File: config.mk
export PLATFORM = sky130hd
export DESIGN_NAME = otter_intr_ctrl
export DESIGN_NICKNAME = d
export VERILOG_FILES = /design/src/rtl/otter_intr_pkg.sv /design/src/rtl/otter_debounce_one_shot.sv /design/src/rtl/otter_intr_ctrl.sv
export SDC_FILE = /design/constraint.sdc
export NUM_CORES = 1
export LEC_CHECK = 0
export BUFFER_PORTS_ARGS = -buffer_cell sky130_fd_sc_hd__buf_2
export CAP_MARGIN = 5
export CORE_MARGIN = 2
export CORE_UTILIZATION = 57
export CTS_CLUSTER_SIZE = 10
export DETAILED_ROUTE_END_ITERATION = 10
export MAX_ROUTING_LAYER = met4
export PLACE_DENSITY = 0.85
export SKIP_LAST_GASP = 1
export SLEW_MARGIN = 20
export SYNTH_ARGS = -nofsm -noshare
export SYNTH_HDL_FRONTEND = slang
export SYNTH_SLANG_ARGS = --single-unit
File: constraint.sdc
create_clock -name clk -period 1.65 [get_ports clk]
set_input_delay 0.2475 -clock clk [delete_from_list [all_inputs] [get_ports clk]]
set_output_delay 0.2475 -clock clk [all_outputs]
set_load 0.01 [all_outputs]
File: src/rtl/otter_intr_pkg.sv
// rtl/otter_intr_pkg.sv - shared types and defaults for the OTTER interrupt front end
//
// Purpose: debounce FSM state type and default parameter values used by
//          otter_debounce_one_shot and otter_intr_ctrl.
// Ports:   none (package).
package otter_intr_pkg;

  typedef enum logic [1:0] {
    ST_LOW       = 2'd0,
    ST_WAIT_HIGH = 2'd1,
    ST_HIGH      = 2'd2,
    ST_WAIT_LOW  = 2'd3
  } debounce_state_t;

  localparam int DEF_N_SRC           = 4;
  localparam int DEF_DEBOUNCE_CYCLES = 16;

endpackage

File: src/rtl/otter_debounce_one_shot.sv
// rtl/otter_debounce_one_shot.sv - synchroniser, debouncer and rising-edge one-shot for one line
//
// Purpose: brings one asynchronous interrupt line into the clk domain, accepts a
//          level change only after DEBOUNCE_CYCLES consecutive stable samples,
//          and pulses `rise` for one cycle on each accepted low-to-high change.
// Ports:
//   clk     in   system clock
//   RST     in   synchronous active-high reset
//   irq_in  in   raw asynchronous interrupt line
//   rise    out  registered one-cycle pulse on a debounced rising edge
module otter_debounce_one_shot
  import otter_intr_pkg::*;
#(
  parameter int DEBOUNCE_CYCLES = DEF_DEBOUNCE_CYCLES
) (
  input  logic clk,
  input  logic RST,
  input  logic irq_in,
  output logic rise
);

  localparam int CNT_W = $clog2(DEBOUNCE_CYCLES + 1);
  localparam logic [CNT_W-1:0] CNT_LAST = CNT_W'(DEBOUNCE_CYCLES - 1);

  logic            sync1;
  logic            sync2;
  debounce_state_t state;
  logic [CNT_W-1:0] cnt;

  // The counter already holds 1 on entry to a WAIT state, so reaching
  // CNT_LAST while the level is still stable means DEBOUNCE_CYCLES samples.
  always_ff @(posedge clk) begin
    if (RST) begin
      sync1 <= 1'b0;
      sync2 <= 1'b0;
      state <= ST_LOW;
      cnt   <= '0;
      rise  <= 1'b0;
    end else begin
      sync1 <= irq_in;
      sync2 <= sync1;
      rise  <= 1'b0;
      case (state)
        ST_LOW: begin
          if (sync2) begin
            cnt   <= CNT_W'(1);
            state <= ST_WAIT_HIGH;
          end
        end
        ST_WAIT_HIGH: begin
          if (!sync2) begin
            cnt   <= '0;
            state <= ST_LOW;
          end else if (cnt == CNT_LAST) begin
            cnt   <= '0;
            state <= ST_HIGH;
            rise  <= 1'b1;
          end else begin
            cnt <= cnt + 1'b1;
          end
        end
        ST_HIGH: begin
          if (!sync2) begin
            cnt   <= CNT_W'(1);
            state <= ST_WAIT_LOW;
          end
        end
        ST_WAIT_LOW: begin
          if (sync2) begin
            cnt   <= '0;
            state <= ST_HIGH;
          end else if (cnt == CNT_LAST) begin
            cnt   <= '0;
            state <= ST_LOW;
          end else begin
            cnt <= cnt + 1'b1;
          end
        end
        default: begin
          cnt   <= '0;
          state <= ST_LOW;
        end
      endcase
    end
  end

endmodule

File: src/rtl/otter_intr_ctrl.sv
// rtl/otter_intr_ctrl.sv - interrupt front end driving the OTTER control unit intr input
//
// Purpose: debounces N_SRC interrupt lines, latches each debounced rising edge
//          as a pending bit, gates by per-source enable and mstatus.MIE, and
//          presents a fixed-priority request (source 0 highest).
// Ports:
//   clk         in   system clock
//   RST         in   synchronous active-high reset
//   irq_in      in   [N_SRC] raw asynchronous interrupt lines
//   irq_en      in   [N_SRC] per-source enables
//   mie         in   global interrupt enable (mstatus.MIE)
//   intr_taken  in   one-cycle strobe: the request shown this cycle is serviced
//   intr        out  interrupt request to the control unit
//   intr_id     out  [ID_W] index of the selected source
//   pending     out  [N_SRC] raw pending bits for readback
module otter_intr_ctrl
  import otter_intr_pkg::*;
#(
  parameter int N_SRC           = DEF_N_SRC,
  parameter int DEBOUNCE_CYCLES = DEF_DEBOUNCE_CYCLES,
  parameter int ID_W            = (N_SRC > 1) ? $clog2(N_SRC) : 1
) (
  input  logic             clk,
  input  logic             RST,
  input  logic [N_SRC-1:0] irq_in,
  input  logic [N_SRC-1:0] irq_en,
  input  logic             mie,
  input  logic             intr_taken,
  output logic             intr,
  output logic [ID_W-1:0]  intr_id,
  output logic [N_SRC-1:0] pending
);

  logic [N_SRC-1:0] rise;
  logic [N_SRC-1:0] masked;
  logic [N_SRC-1:0] clr;

  for (genvar g = 0; g < N_SRC; g++) begin : g_src
    otter_debounce_one_shot #(
      .DEBOUNCE_CYCLES(DEBOUNCE_CYCLES)
    ) u_debounce (
      .clk   (clk),
      .RST   (RST),
      .irq_in(irq_in[g]),
      .rise  (rise[g])
    );
  end

  // Scan from the top down so the lowest set index wins.
  always_comb begin
    masked  = pending & irq_en;
    intr    = mie & (|masked);
    intr_id = '0;
    for (int i = N_SRC - 1; i >= 0; i--) begin
      if (masked[i]) intr_id = ID_W'(i);
    end
  end

  // Only the source actually being presented can be acknowledged; a strobe
  // with no request showing is ignored.
  always_comb begin
    clr = '0;
    for (int i = 0; i < N_SRC; i++) begin
      clr[i] = intr & intr_taken & (intr_id == ID_W'(i));
    end
  end

  // Set is ORed in after the clear so a fresh edge survives a same-cycle ack.
  always_ff @(posedge clk) begin
    if (RST) begin
      pending <= '0;
    end else begin
      pending <= (pending & ~clr) | rise;
    end
  end

endmodule
==> impl_metrics.csv <==
group,metric,value,unit
yosys,netlist_top_cells_count,"dfxtp_1, nand3_1, a21oi_1",
placement,dpl.hpwl,2480,um
global_route,grt_first_pass_wirelength,6480,um
setup_path,critical_path_rt,1400,ps
routing,remaining_drc_errors,0,
power_and_ir_drop,powerDensity,776,nW/um^2
routing,routedWlPerCell,13.0,um
run_status,result_of_the_run,"finished clean",
yosys,yosys.cell_types.count,39,
routing,dr_total_vias,1605,
floorplanning,die_w,62.4,um
yosys,synth_nets,225,
setup_path,worst-r2r-cell-count,3,
floorplanning,design.portCount,19,
worst_hold_path,cell_depth_of_the_worst_hold_path,2,
yosys,share_of_synthesized_area_occupied_by_flip_flops_and_latches,0.453,
global_route,number_of_antenna_violations_at_the_first_check_in_global_routing,0,
sta,tightestPinTransition,594,ps
power_and_ir_drop,irDropWorstVdd,686,uV
clocking,cts.root.buffer_cell,"clkbuf_4",
sta,finalClockSkew,9.18,ps
clocking,clkTransAtPathRegs,120,ps
yosys,yosys.area.top_type,"dfxtp_1",
routing,route.detailed.vias_per_inst,5.84,
clocking,largest_buffer_count_on_any_clock_path,2,
yosys,synth.area.top_cells,"dfxtp_1, nand3_1, a21oi_1",
setup_path,cp-end-kind,"output port",
sta,period_minus_slack,1490,ps
sta,maxSlewHeadroom,0.603,
setup_path,cp-start-kind,"flop",
cells_and_area,antenna_cells,0,
cells_and_area,ratio_of_cells_with_drive_above_1_in_the_final_layout,0.157,
floorplanning,fp.dieH,62.4,um
sta,maxClockFrequency,0.673,GHz
sta,unrepaired_setup_endpoints_after_global_routing,"no",
yosys,average_size_of_a_mapped_cell,9.30,um^2
clocking,post-cts-setup-buffers,0,
yosys,area_share_of_the_largest_cell_type_after_synthesis,0.453,
placement,numPlacedInstances,268,
clocking,tritoncts_clock_tree,"yes",
global_route,grt_pass1_vias,1507,
floorplanning,floorplan.rows,21,
setup_path,worst_ep_arrival_time,1240,ps
sta,setup_viol,0,
routing,drt_iter0_drc,91,
yosys,postSynth.topFlopCell,"dfxtp_1",
clocking,holdBufCountCts,0,
global_route,grt_overflow,0,
sta,finalSetupTns,0,ps
clocking,cts_buffer_count,5,
yosys,count_leader_synth,"dfxtp_1",
worst_hold_path,hp-class,"in -> reg",
setup_path,critical_path.reg2reg.endpoint,"g_src[0].u_debounce.cnt[3]",
setup_path,cp_max_fo,4,
yosys,synthCells,209,
floorplanning,initial_utilization,0.587,
yosys,ys_warn_count,0,
placement,gp_routability_congestion,0.907,
global_route,grt_util_all_layers,0.211,
routing,detailed_router_iteration_count_before_antenna_repair,4,
cells_and_area,area_delta_synth_final,10.0,%
yosys,synth.ff_latch_count,44,
yosys,synth_area,1940,um^2
cells_and_area,finish.cell_count_without_fillers,275,
cells_and_area,final_util,0.646,
clocking,post_cts_resized,0,
job,timing.max_cap.violations,0,
routing,antenna_left,0,
power_and_ir_drop,leakage_power_figure,0.868,nW
clocking,clkLatencyLatePin,350,ps
routing,total_routed_length,3570,um
sta,final-max-slew-violation-count,0,
yosys,synth-edff-count,0,
worst_hold_path,min_from,"irq_in[0]",
cells_and_area,filler_cell_count,281,
sta,min_period_over_period,0.900,
global_route,grt_max_degree,14,
setup_path,ff2ff_setup_slack,280,ps
clocking,number_of_sinks_handled_by_clock_tree_synthesis,44,
sta,holdWs,102,ps
setup_path,rr_startpoint,"g_src[0].u_debounce.state[0]",
floorplanning,die_area,3890,um^2
floorplanning,core_region_area,3310,um^2
placement,buffer_ports.inserted,18,
cells_and_area,num-nets-final,245,
sta,count_of_endpoints_failing_hold_in_the_final_timing_report,0,
yosys,synth_async_sr_flop_share,0,
clocking,cts_max_level,2,
setup_path,worst_setup_path_startpoint,"pending[0]",
worst_hold_path,holdPathEnd,"g_src[0].u_debounce.sync1",
setup_path,worst-setup-path-type,"reg -> out",
-- kinds of logic (layout without fill, tap and decap cells) --
group / Yosys count / count (layout) / share of synthesized area
XOR/XNOR: 10 / 10 / 0.0450
AND/OR/NAND/NOR: 85 / 85 / 0.270
AO/OA/AOI/OAI: 50 / 50 / 0.175
flip-flops: 44 / 44 / 0.453
buffers and inverters: 16 / 36 / 0.0315
adder cells (fa/ha/maj): 4 / 4 / 0.0257
-- layer usage --
| metal | global-route usage | part of all wire | vias to the layer above |
|---|---|---|---|
| met4 | 0.103 | 0.016 | 0 |
| met1 | 0.270 | 0.49 | 741 |
| met2 | 0.320 | 0.45 | 40 |
| met3 | 0.0432 | 0.044 | 6 |
| met5 | - | 0 | - |
| li1 | - | - | 818 |
-- stage by stage --
stage / setup WS (ps) / instance area (um^2) / power [mW]
detailed placement: 302 / 2090 / 1.20
global placement: 335 / 2090 / 1.20
global route: 24.1 / 2140 / 1.74
floorplan: 441 / 1940 / 1.17
CTS: 112 / 2130 / 1.69
finish: 164 / 2140 / 1.66
-- flip-flops by register name, summed over array words and instances, names as in the netlist, named ones only --
register / count
g_src.u_debounce.sync1: 4
pending: 4
g_src.u_debounce.cnt: 20
g_src.u_debounce.rise: 4
g_src.u_debounce.sync2: 4
g_src.u_debounce.state: 4
-- cell type report --
class / instances / area, um^2 / area share
clock buffer: 6 / 41.3 / 0.0193
sequential: 44 / 882 / 0.412
timing repair buffer: 22 / 120 / 0.0561
tap: 46 / 57.6 / 0.0269
multi-input combinational: 149 / 1010 / 0.471
inverter: 7 / 26.3 / 0.0123
clock inverter: 1 / 5.00 / 0.00234
-- cell usage in the layout, fill, tap and decap left out, drive strengths merged, types with 3 or more instances in the layout --
master,instances
nand2b,4
a21oi,16
nand2,5
o21ai,10
clkbuf,6
dfxtp,44
a311oi,3
o211a,6
nand4,5
ha,4
and4,3
nand4b,7
a211oi,3
and4b,4
nor2b,8
inv,7
or4b,3
xor2,8
or3,3
buf,22
nor2,15
nand3,20
-- report_power, final --
part | switching, mW | internal, mW | leakage, nW
logic | 0.0499 | 0.0368 | 0.482
clock network | 0.321 | 0.157 | 0.0281
registers | 0.0162 | 1.08 | 0.357
-- critical path: stages, from the launching register on --
cell	delay [ps]
dfxtp_2	360
and2_1	180
a21oi_1	50
a21boi_0	140
buf_2	150
-- worst max-delay path by stage --
stage	end	slack [ps]	depth (start not counted)
6_report	intr	160	4
5_1_grt	intr	20	4
4_1_cts	intr	110	3
3_5_place_dp	g_src[0].u_debounce.cnt[3]	300	3
3_3_place_gp	g_src[2].u_debounce.cnt[3]	340	3
2_1_floorplan	flop	440	4
No activity file was read; power rests on OpenSTA's default activity.
